File: src/rtl/flopoco_pkg.sv
// rtl/flopoco_pkg.sv - shared word types and helpers for the FloPoCo converter arbiter
//
// Purpose: common widths and word types for the FloPoCo (66-bit) to IEEE-754
// double (64-bit) path, plus a small lane-index wrap helper used by the arbiter.
// Ports: none (package).
package flopoco_pkg;

    localparam int FP_W   = 66;
    localparam int IEEE_W = 64;

    typedef logic [FP_W-1:0]   fp_word_t;
    typedef logic [IEEE_W-1:0] ieee_word_t;

    // idx is at most 2*lanes-2, so a single conditional subtract wraps it.
    function automatic int wrap_lane(input int idx, input int lanes);
        return (idx >= lanes) ? (idx - lanes) : idx;
    endfunction

endpackage

File: src/rtl/flopoco_conv_arbiter_out_fifo.sv
// rtl/flopoco_conv_arbiter_out_fifo.sv - fall-through output FIFO with occupancy count
//
// Module arb_out_fifo.
// Purpose: synchronous FIFO whose head is visible combinationally on rd_data
// (fall-through). rd_data reads as zero while empty.
// Ports:
//   clk, rst_n        clock, asynchronous active-low reset
//   wr_en, wr_data    write strobe and word (ignored when full)
//   rd_en             pop the head (ignored when empty)
//   rd_data           current head word
//   count             number of stored words (0..DEPTH)
//   empty             count == 0
module arb_out_fifo #(
    parameter int W     = 66,
    parameter int DEPTH = 8
) (
    input  logic                     clk,
    input  logic                     rst_n,
    input  logic                     wr_en,
    input  logic [W-1:0]             wr_data,
    input  logic                     rd_en,
    output logic [W-1:0]             rd_data,
    output logic [$clog2(DEPTH):0]   count,
    output logic                     empty
);

    localparam int AW = $clog2(DEPTH);
    localparam int CW = AW + 1;

    logic [W-1:0]  mem_q [DEPTH];
    logic [W-1:0]  mem_d [DEPTH];
    logic [AW-1:0] wr_ptr_q, wr_ptr_d;
    logic [AW-1:0] rd_ptr_q, rd_ptr_d;
    logic [CW-1:0] count_q, count_d;
    logic          do_wr, do_rd;

    always_comb begin
        do_wr    = wr_en && (count_q != CW'(DEPTH));
        do_rd    = rd_en && (count_q != '0);
        mem_d    = mem_q;
        wr_ptr_d = wr_ptr_q;
        rd_ptr_d = rd_ptr_q;
        count_d  = count_q;
        if (do_wr) begin
            mem_d[wr_ptr_q] = wr_data;
            wr_ptr_d        = wr_ptr_q + 1'b1;
        end
        if (do_rd) begin
            rd_ptr_d = rd_ptr_q + 1'b1;
        end
        // Simultaneous write and read leave the occupancy unchanged.
        case ({do_wr, do_rd})
            2'b10:   count_d = count_q + 1'b1;
            2'b01:   count_d = count_q - 1'b1;
            default: count_d = count_q;
        endcase
    end

    always_ff @(posedge clk or negedge rst_n) begin
        if (!rst_n) begin
            for (int i = 0; i < DEPTH; i++) begin
                mem_q[i] <= '0;
            end
            wr_ptr_q <= '0;
            rd_ptr_q <= '0;
            count_q  <= '0;
        end else begin
            mem_q    <= mem_d;
            wr_ptr_q <= wr_ptr_d;
            rd_ptr_q <= rd_ptr_d;
            count_q  <= count_d;
        end
    end

    assign empty   = (count_q == '0);
    assign count   = count_q;
    assign rd_data = empty ? '0 : mem_q[rd_ptr_q];

endmodule

File: src/rtl/flopoco_conv_arbiter.sv
// rtl/flopoco_conv_arbiter.sv - round-robin sharing of one FloPoCo-to-IEEE converter
//
// Purpose: LANES MAC result streams push FloPoCo words into 2-entry skid
// buffers; a round-robin arbiter issues one word per cycle to an external
// fixed-latency converter; a tag line follows each word through the converter
// and the lane-tagged IEEE result lands in a credit-protected output FIFO.
// Optional feature macro: FLOPOCO_ARB_ERR_EN adds err_overflow and a drop check.
// Ports:
//   clk, rst_n            clock, asynchronous active-low reset
//   req_push/req_data     per-lane push and FloPoCo word (lane i at [66i+65:66i])
//   req_stall             registered per-lane stall
//   conv_push/conv_x      registered issue strobe and word to the converter
//   conv_r                converter result, valid CONV_LAT cycles after conv_push
//   out_push/out_ieee     output valid and IEEE double (FIFO head)
//   out_lane              source lane of out_ieee
//   out_stall             downstream stall (combinational)
//   err_overflow          sticky per-lane drop flag (FLOPOCO_ARB_ERR_EN only)
module flopoco_conv_arbiter
    import flopoco_pkg::*;
#(
    parameter int LANES     = 4,
    parameter int CONV_LAT  = 3,
    parameter int OUT_DEPTH = 8,
    parameter int TAG_W     = $clog2(LANES)
) (
    input  logic                  clk,
    input  logic                  rst_n,
    input  logic [LANES-1:0]      req_push,
    input  logic [LANES*FP_W-1:0] req_data,
    output logic [LANES-1:0]      req_stall,
    output logic                  conv_push,
    output logic [FP_W-1:0]       conv_x,
    input  logic [IEEE_W-1:0]     conv_r,
    output logic                  out_push,
    output logic [IEEE_W-1:0]     out_ieee,
    output logic [TAG_W-1:0]      out_lane,
    input  logic                  out_stall
`ifdef FLOPOCO_ARB_ERR_EN
    ,
    output logic [LANES-1:0]      err_overflow
`endif
);

    typedef logic [TAG_W-1:0] lane_tag_t;

    localparam int CNT_W = $clog2(OUT_DEPTH) + 1;

    // Skid buffers: slot0 is always the head.
    fp_word_t   slot0_q [LANES];
    fp_word_t   slot0_d [LANES];
    fp_word_t   slot1_q [LANES];
    fp_word_t   slot1_d [LANES];
    logic [1:0] cnt_q   [LANES];
    logic [1:0] cnt_d   [LANES];
    logic [LANES-1:0] stall_q, stall_d;
    logic [LANES-1:0] pop, drop;

    // Arbiter and issue register.
    lane_tag_t  ptr_q, ptr_d;
    logic       grant_vld;
    lane_tag_t  grant_idx;
    logic       conv_push_q, conv_push_d;
    fp_word_t   conv_x_q, conv_x_d;
    lane_tag_t  conv_lane_q, conv_lane_d;

    // Tag line shadowing the converter pipeline.
    logic [CONV_LAT-1:0] tag_vld_q, tag_vld_d;
    lane_tag_t           tag_lane_q [CONV_LAT];
    lane_tag_t           tag_lane_d [CONV_LAT];

    // Credits.
    logic [CNT_W-1:0] fifo_count;
    logic [CNT_W-1:0] inflight;
    logic [CNT_W:0]   used;
    logic             credit_ok;

    logic                    fifo_empty;
    logic [IEEE_W+TAG_W-1:0] fifo_rd_data;

    // The issue register holds a word that is committed to the converter but
    // not yet in the tag line, so it consumes a credit too; otherwise a grant
    // made while the FIFO is one short of full could overflow it.
    always_comb begin
        inflight = CNT_W'(conv_push_q);
        for (int k = 0; k < CONV_LAT; k++) begin
            inflight = inflight + CNT_W'(tag_vld_q[k]);
        end
        used      = {1'b0, fifo_count} + {1'b0, inflight};
        credit_ok = (used < (CNT_W+1)'(OUT_DEPTH));
    end

    // Round-robin search: walking k downwards makes the smallest offset from
    // ptr the last (winning) assignment.
    always_comb begin
        grant_vld = 1'b0;
        grant_idx = '0;
        for (int k = LANES - 1; k >= 0; k--) begin
            if (cnt_q[wrap_lane(int'(ptr_q) + k, LANES)] != 2'd0) begin
                grant_vld = 1'b1;
                grant_idx = lane_tag_t'(wrap_lane(int'(ptr_q) + k, LANES));
            end
        end
        grant_vld = grant_vld && credit_ok;

        ptr_d = ptr_q;
        if (grant_vld) begin
            ptr_d = (int'(grant_idx) == LANES - 1) ? '0 : grant_idx + 1'b1;
        end
    end

    always_comb begin
        for (int i = 0; i < LANES; i++) begin
            pop[i]     = grant_vld && (grant_idx == lane_tag_t'(i));
            drop[i]    = req_push[i] && (cnt_q[i] == 2'd2);
            slot0_d[i] = slot0_q[i];
            slot1_d[i] = slot1_q[i];
            cnt_d[i]   = cnt_q[i];
            if (pop[i]) begin
                slot0_d[i] = slot1_q[i];
                cnt_d[i]   = cnt_q[i] - 2'd1;
            end
            if (req_push[i] && !drop[i]) begin
                if (cnt_d[i] == 2'd0) begin
                    slot0_d[i] = req_data[i*FP_W +: FP_W];
                end else begin
                    slot1_d[i] = req_data[i*FP_W +: FP_W];
                end
                cnt_d[i] = cnt_d[i] + 2'd1;
            end
            // A lane that is being drained this cycle keeps stall low, which
            // lets a lone lane stream one word per cycle.
            stall_d[i] = (cnt_d[i] != 2'd0) && !pop[i];
        end
    end

    always_comb begin
        conv_push_d = grant_vld;
        conv_x_d    = grant_vld ? slot0_q[grant_idx] : conv_x_q;
        conv_lane_d = grant_vld ? grant_idx : conv_lane_q;

        tag_vld_d[0]  = conv_push_q;
        tag_lane_d[0] = conv_lane_q;
        for (int k = 1; k < CONV_LAT; k++) begin
            tag_vld_d[k]  = tag_vld_q[k-1];
            tag_lane_d[k] = tag_lane_q[k-1];
        end
    end

    always_ff @(posedge clk or negedge rst_n) begin
        if (!rst_n) begin
            for (int i = 0; i < LANES; i++) begin
                slot0_q[i] <= '0;
                slot1_q[i] <= '0;
                cnt_q[i]   <= 2'd0;
            end
            stall_q     <= '0;
            ptr_q       <= '0;
            conv_push_q <= 1'b0;
            conv_x_q    <= '0;
            conv_lane_q <= '0;
            tag_vld_q   <= '0;
            for (int k = 0; k < CONV_LAT; k++) begin
                tag_lane_q[k] <= '0;
            end
        end else begin
            slot0_q     <= slot0_d;
            slot1_q     <= slot1_d;
            cnt_q       <= cnt_d;
            stall_q     <= stall_d;
            ptr_q       <= ptr_d;
            conv_push_q <= conv_push_d;
            conv_x_q    <= conv_x_d;
            conv_lane_q <= conv_lane_d;
            tag_vld_q   <= tag_vld_d;
            tag_lane_q  <= tag_lane_d;
        end
    end

    arb_out_fifo #(
        .W     (IEEE_W + TAG_W),
        .DEPTH (OUT_DEPTH)
    ) u_out_fifo (
        .clk     (clk),
        .rst_n   (rst_n),
        .wr_en   (tag_vld_q[CONV_LAT-1]),
        .wr_data ({conv_r, tag_lane_q[CONV_LAT-1]}),
        .rd_en   (out_push),
        .rd_data (fifo_rd_data),
        .count   (fifo_count),
        .empty   (fifo_empty)
    );

    assign req_stall = stall_q;
    assign conv_push = conv_push_q;
    assign conv_x    = conv_x_q;
    assign out_push  = !fifo_empty && !out_stall;
    assign out_ieee  = fifo_rd_data[TAG_W +: IEEE_W];
    assign out_lane  = fifo_rd_data[TAG_W-1:0];

`ifdef FLOPOCO_ARB_ERR_EN
    logic [LANES-1:0] err_q, err_d;

    always_comb begin
        err_d = err_q | drop;
    end

    always_ff @(posedge clk or negedge rst_n) begin
        if (!rst_n) begin
            err_q <= '0;
        end else begin
            err_q <= err_d;
        end
    end

    assign err_overflow = err_q;

    a_no_drop : assert property (@(posedge clk) disable iff (!rst_n) drop == '0)
        else $warning("flopoco_conv_arbiter: push dropped on full skid buffer");
`endif

endmodule

File: config.mk
export PLATFORM = sky130hd
export DESIGN_NAME = flopoco_conv_arbiter
export DESIGN_NICKNAME = d
export VERILOG_FILES = /design/src/rtl/flopoco_pkg.sv /design/src/rtl/flopoco_conv_arbiter_out_fifo.sv /design/src/rtl/flopoco_conv_arbiter.sv
export SDC_FILE = /design/constraint.sdc
export NUM_CORES = 2
export LEC_CHECK = 0
export CAP_MARGIN = 20
export CORE_MARGIN = 10
export CORE_UTILIZATION = 39
export CTS_CLUSTER_SIZE = 24
export DETAILED_ROUTE_END_ITERATION = 8
export MAX_ROUTING_LAYER = met4
export PLACE_DENSITY_LB_ADDON = 0.3
export SLEW_MARGIN = 30
export SYNTH_ARGS = -nofsm -noshare
export SYNTH_HDL_FRONTEND = slang
export SYNTH_SLANG_ARGS = --single-unit
File: constraint.sdc
create_clock -name clk -period 4.2 [get_ports clk]
set_input_delay 0.84 -clock clk [delete_from_list [all_inputs] [get_ports clk]]
set_output_delay 0.84 -clock clk [all_outputs]
set_load 0.02 [all_outputs]
==> results.yml <==
status:
  status: "finished, final reports clean"
power:
  leakagePower_uw: 0.0279
  pwr-share-comb: 0.446
  pwr-share-clk: 0.205
  p_seq_frac: 0.349
  internal_power_uw: 37800
  switching_share: 0.352
  irDropWorstVdd_mv: 0.742
  switching_power_uw: 20500
  power.density_nw_per_um2: 926
sta:
  worstMarginPinSlew_ns: 1.01
  finalSetupTns_ns: 0
  final_hold_viol_count: 0
  rsz0062_at_grt: "false"
  maxSlewViolCount: 0
  fin_ws_ns: 0.161
  fin_crit_sh: 0.962
  timing.fmax_ghz: 0.248
  skew_ns: 0.0398
  layout_min_cycle_time_ns: 4.04
  relSlewSlack: 0.329
  setup_viol: 0
critical_path:
  critPathLaunch: "u_out_fifo.rd_ptr_q[1]"
  crit_path_top_delay_cell: "dfrtp_4"
  crit_path_end: "out_ieee[42]"
  r2r_end: "slot0_q[53]"
  rrSetupSlack_ns: 0.64
  critical_path_class: "reg2out"
  max_stage_delay_ns: 0.69
  startpoint_type: "flop"
  regToRegStartpoint: "cnt_q[5]"
  reg2reg_depth: 12
  crit_chain: "buf_12, buf_4, mux4_2, mux2i_1, nor2_1, clkdlybuf4s50_1"
  arrival_ns: 3.20
  path_max_fanout: 35
  critPathCaptureType: "output port"
  cp.required_ns: 3.36
yosys:
  synth_xor_area_frac: 0.00332
  syn_area_um2: 51300
  synth_top_area_cell: "dfrtp_1"
  synthCells: 3662
  syn_avg_cell_area_um2: 14.0
  synth_top_family_by_area: "multiplexers"
  synth_seq_cells: 1158
  synth_top_cells_by_area: "dfrtp_1 (56%), mux2_2 (17%), mux2i_1 (9.1%)"
  synth_adder_area_share: 0.00541
  synthDistinctLibCells: 48
  synth_edf_count: 0
  synth-compound-area-share: 0.0406
  syn_nets: 4018
  ys.flop_type: "dfrtp_1"
  yosys.area_share.simple: 0.0353
  synth_top_cell_area_share: 0.565
  yosys_warnings: 0
  async_reset_ff_frac: 1.00
  muxShareOfSynthArea: 0.323
  synth-seq-area-share: 0.565
clock_network:
  cts_max_level: 4
  clock_latency_ns: 0.76
  numCtsBuffers: 131
  path_clk_slew_ns: 0.06
  cts_buffer_depth: 3
  cts_root_buf: "clkbuf_16"
  cts_tree: "done"
  cts_resized: 0
  numClockSinks: 1158
placed_design:
  dp_hpwl_um: 87900
  place_ws_ns: 0.698
  routabilityCongestion: 0.773
  numPortBuffers: 472
min_path:
  min_path_type: "in2async"
final_layout:
  final.fill_count: 11600
  final_core_util: 0.480
  drive_gt1_frac: 0.302
  area_growth_pct: 22.7
  nNetsFinal: 4480
drt:
  avgRoutedWirePerCell_um: 22.5
  detail_route.iter0.violations: 2153
  vias_per_cell: 5.22
  totalWireLength_um: 135000
  num_vias: 31400
  drcViolationCount: 0
  first_pass_iters: 5
  ant_nets: 0
global_routing:
  grt_max_degree: 109
  antenna_found_initial: 47
  grt_pass1_vias: 32800
  grt-ovfl-total: 0
  grt_usage: 0.187
  grt_pass1_wl_um: 207000
floorplanning:
  initial_utilization: 0.391
  rows: 133
  dieHeight_um: 383
  io_pins: 473
  core_um2: 131000
  dieArea_um2: 146000
  fp.dieW_um: 383
job:
  maxCapViolCount: 0
-- per-stage QoR --
| step | hold slack, ns | power, µW | instance area (µm²) | instances |
|---|---|---|---|---|
| global placement | 0.333 | 46000 | 58300 | 5742 |
| floorplan | 0.331 | 38100 | 51300 | 3662 |
| finish | 0.190 | 58300 | 63000 | 6025 |
| CTS | 0.159 | 58900 | 62900 | 5983 |
| global route | 0.188 | 61900 | 63000 | 6021 |
| detailed placement | 0.335 | 46700 | 58300 | 5742 |
-- how the worst min path moves through the flow --
| stage | depth (start not counted) | slack (ns) | endpoint | startpoint |
|---|---|---|---|---|
| after floorplan | 0 | 0.33 | tag_lane_d[0] | tag_lane_d[2] |
| after global placement | 0 | 0.33 | tag_lane_d[1] | tag_lane_d[3] |
| after detailed placement | 0 | 0.33 | tag_lane_q[1] | tag_lane_d[1] |
| after CTS | 1 | 0.16 | u_out_fifo.mem_q[180] | rst_n |
| after global routing | 1 | 0.19 | u_out_fifo.mem_q[180] | rst_n |
| final | 1 | 0.19 | u_out_fifo.mem_q[180] | rst_n |
-- registers in the layout, summed over array words and instances (netlist names) --
signal	cells
slot0_q	264
cnt_q	8
conv_x	66
u_out_fifo.count	4
conv_lane_q	2
ptr_q	2
u_out_fifo.mem_q	528
conv_push	1
tag_lane_d	4
req_stall	4
u_out_fifo.wr_ptr_q	3
tag_lane_q	2
u_out_fifo.rd_ptr_q	3
slot1_q	264
tag_vld_q	3
-- what timing repair did --
item | in CTS | in global routing
setup endpoints to repair | 1 | 0
setup buffers | 4 | 0
hold buffers | 0 | 0
-- Yosys cell counts, types with 8 or more instances --
library cell / count
a21oi_1: 273
buf_1: 23
buf_2: 76
buf_4: 26
buf_6: 23
clkbuf_1: 98
dfrtp_1: 1158
ha_1: 19
inv_1: 9
mux2_2: 788
mux2i_1: 467
mux4_2: 132
nand2_1: 78
nor2_1: 346
o221ai_1: 66
xor2_1: 8
-- per-layer routing --
metal | GRT usage | wire (µm)
met1 | 0.249 | 62100
met2 | 0.281 | 61800
met3 | 0.0552 | 9410
met4 | 0.0445 | 2110
met5 | - | 0
-- layout by cell type (no fill, tap or decap), types with 5 or more instances in the layout --
cell and count:
nand2b_1 5, nand2_1 76, clkdlybuf4s50_1 470, mux2_1 6, inv_1 9, mux2_2 788
nor2_1 341, clkbuf_8 35, a21oi_1 273, mux2i_1 467, xor2_1 8, mux4_2 132
diode_2 42, clkbuf_16 136, buf_4 72, nor2_4 5, nand3_4 5, nand3b_1 6
ha_1 19, o221ai_1 66, clkinv_2 18, clkinv_8 5, bufinv_16 11, buf_12 36
clkbuf_1 23, dfrtp_1 1155
-- worst max-delay path: cells and delay by family (launching register included) --
kind          cells  cell delay, ns
flops             1            0.69
mux               2            0.55
buf+inv           3            1.13
simple gates      1            0.06
-- power by group through the flow --
| stage | clock, µW | sequential [µW] | combinational (µW) |
|---|---|---|---|
| final | 12000 | 20400 | 26000 |
| after floorplan | 0 | 19600 | 18500 |
| after global routing | 12700 | 21000 | 28100 |
| after detailed placement | 0 | 20500 | 26200 |
| after global placement | 0 | 20400 | 25700 |
| after CTS | 12300 | 20400 | 26300 |
-- kinds of logic after synthesis --
kind of cell,count (synthesis)
fa+ha+maj,21
xor+xnor,16
simple gates,456
mux,1393
compound gates,356
buf+inv,262
flops,1158
-- final cells by class --
type                       count  area [µm²]  area share
clock buffer                 194        3970      0.0631
sequential                  1158       29000       0.460
timing repair buffer         580        5990      0.0952
multi-input combinational   2242       21100       0.335
clock inverter                43         587     0.00932
tap                         1755        2200      0.0349
antenna                       42         105     0.00167
inverter                      11        46.3    0.000735
No activity file was read; power rests on OpenSTA's default activity.
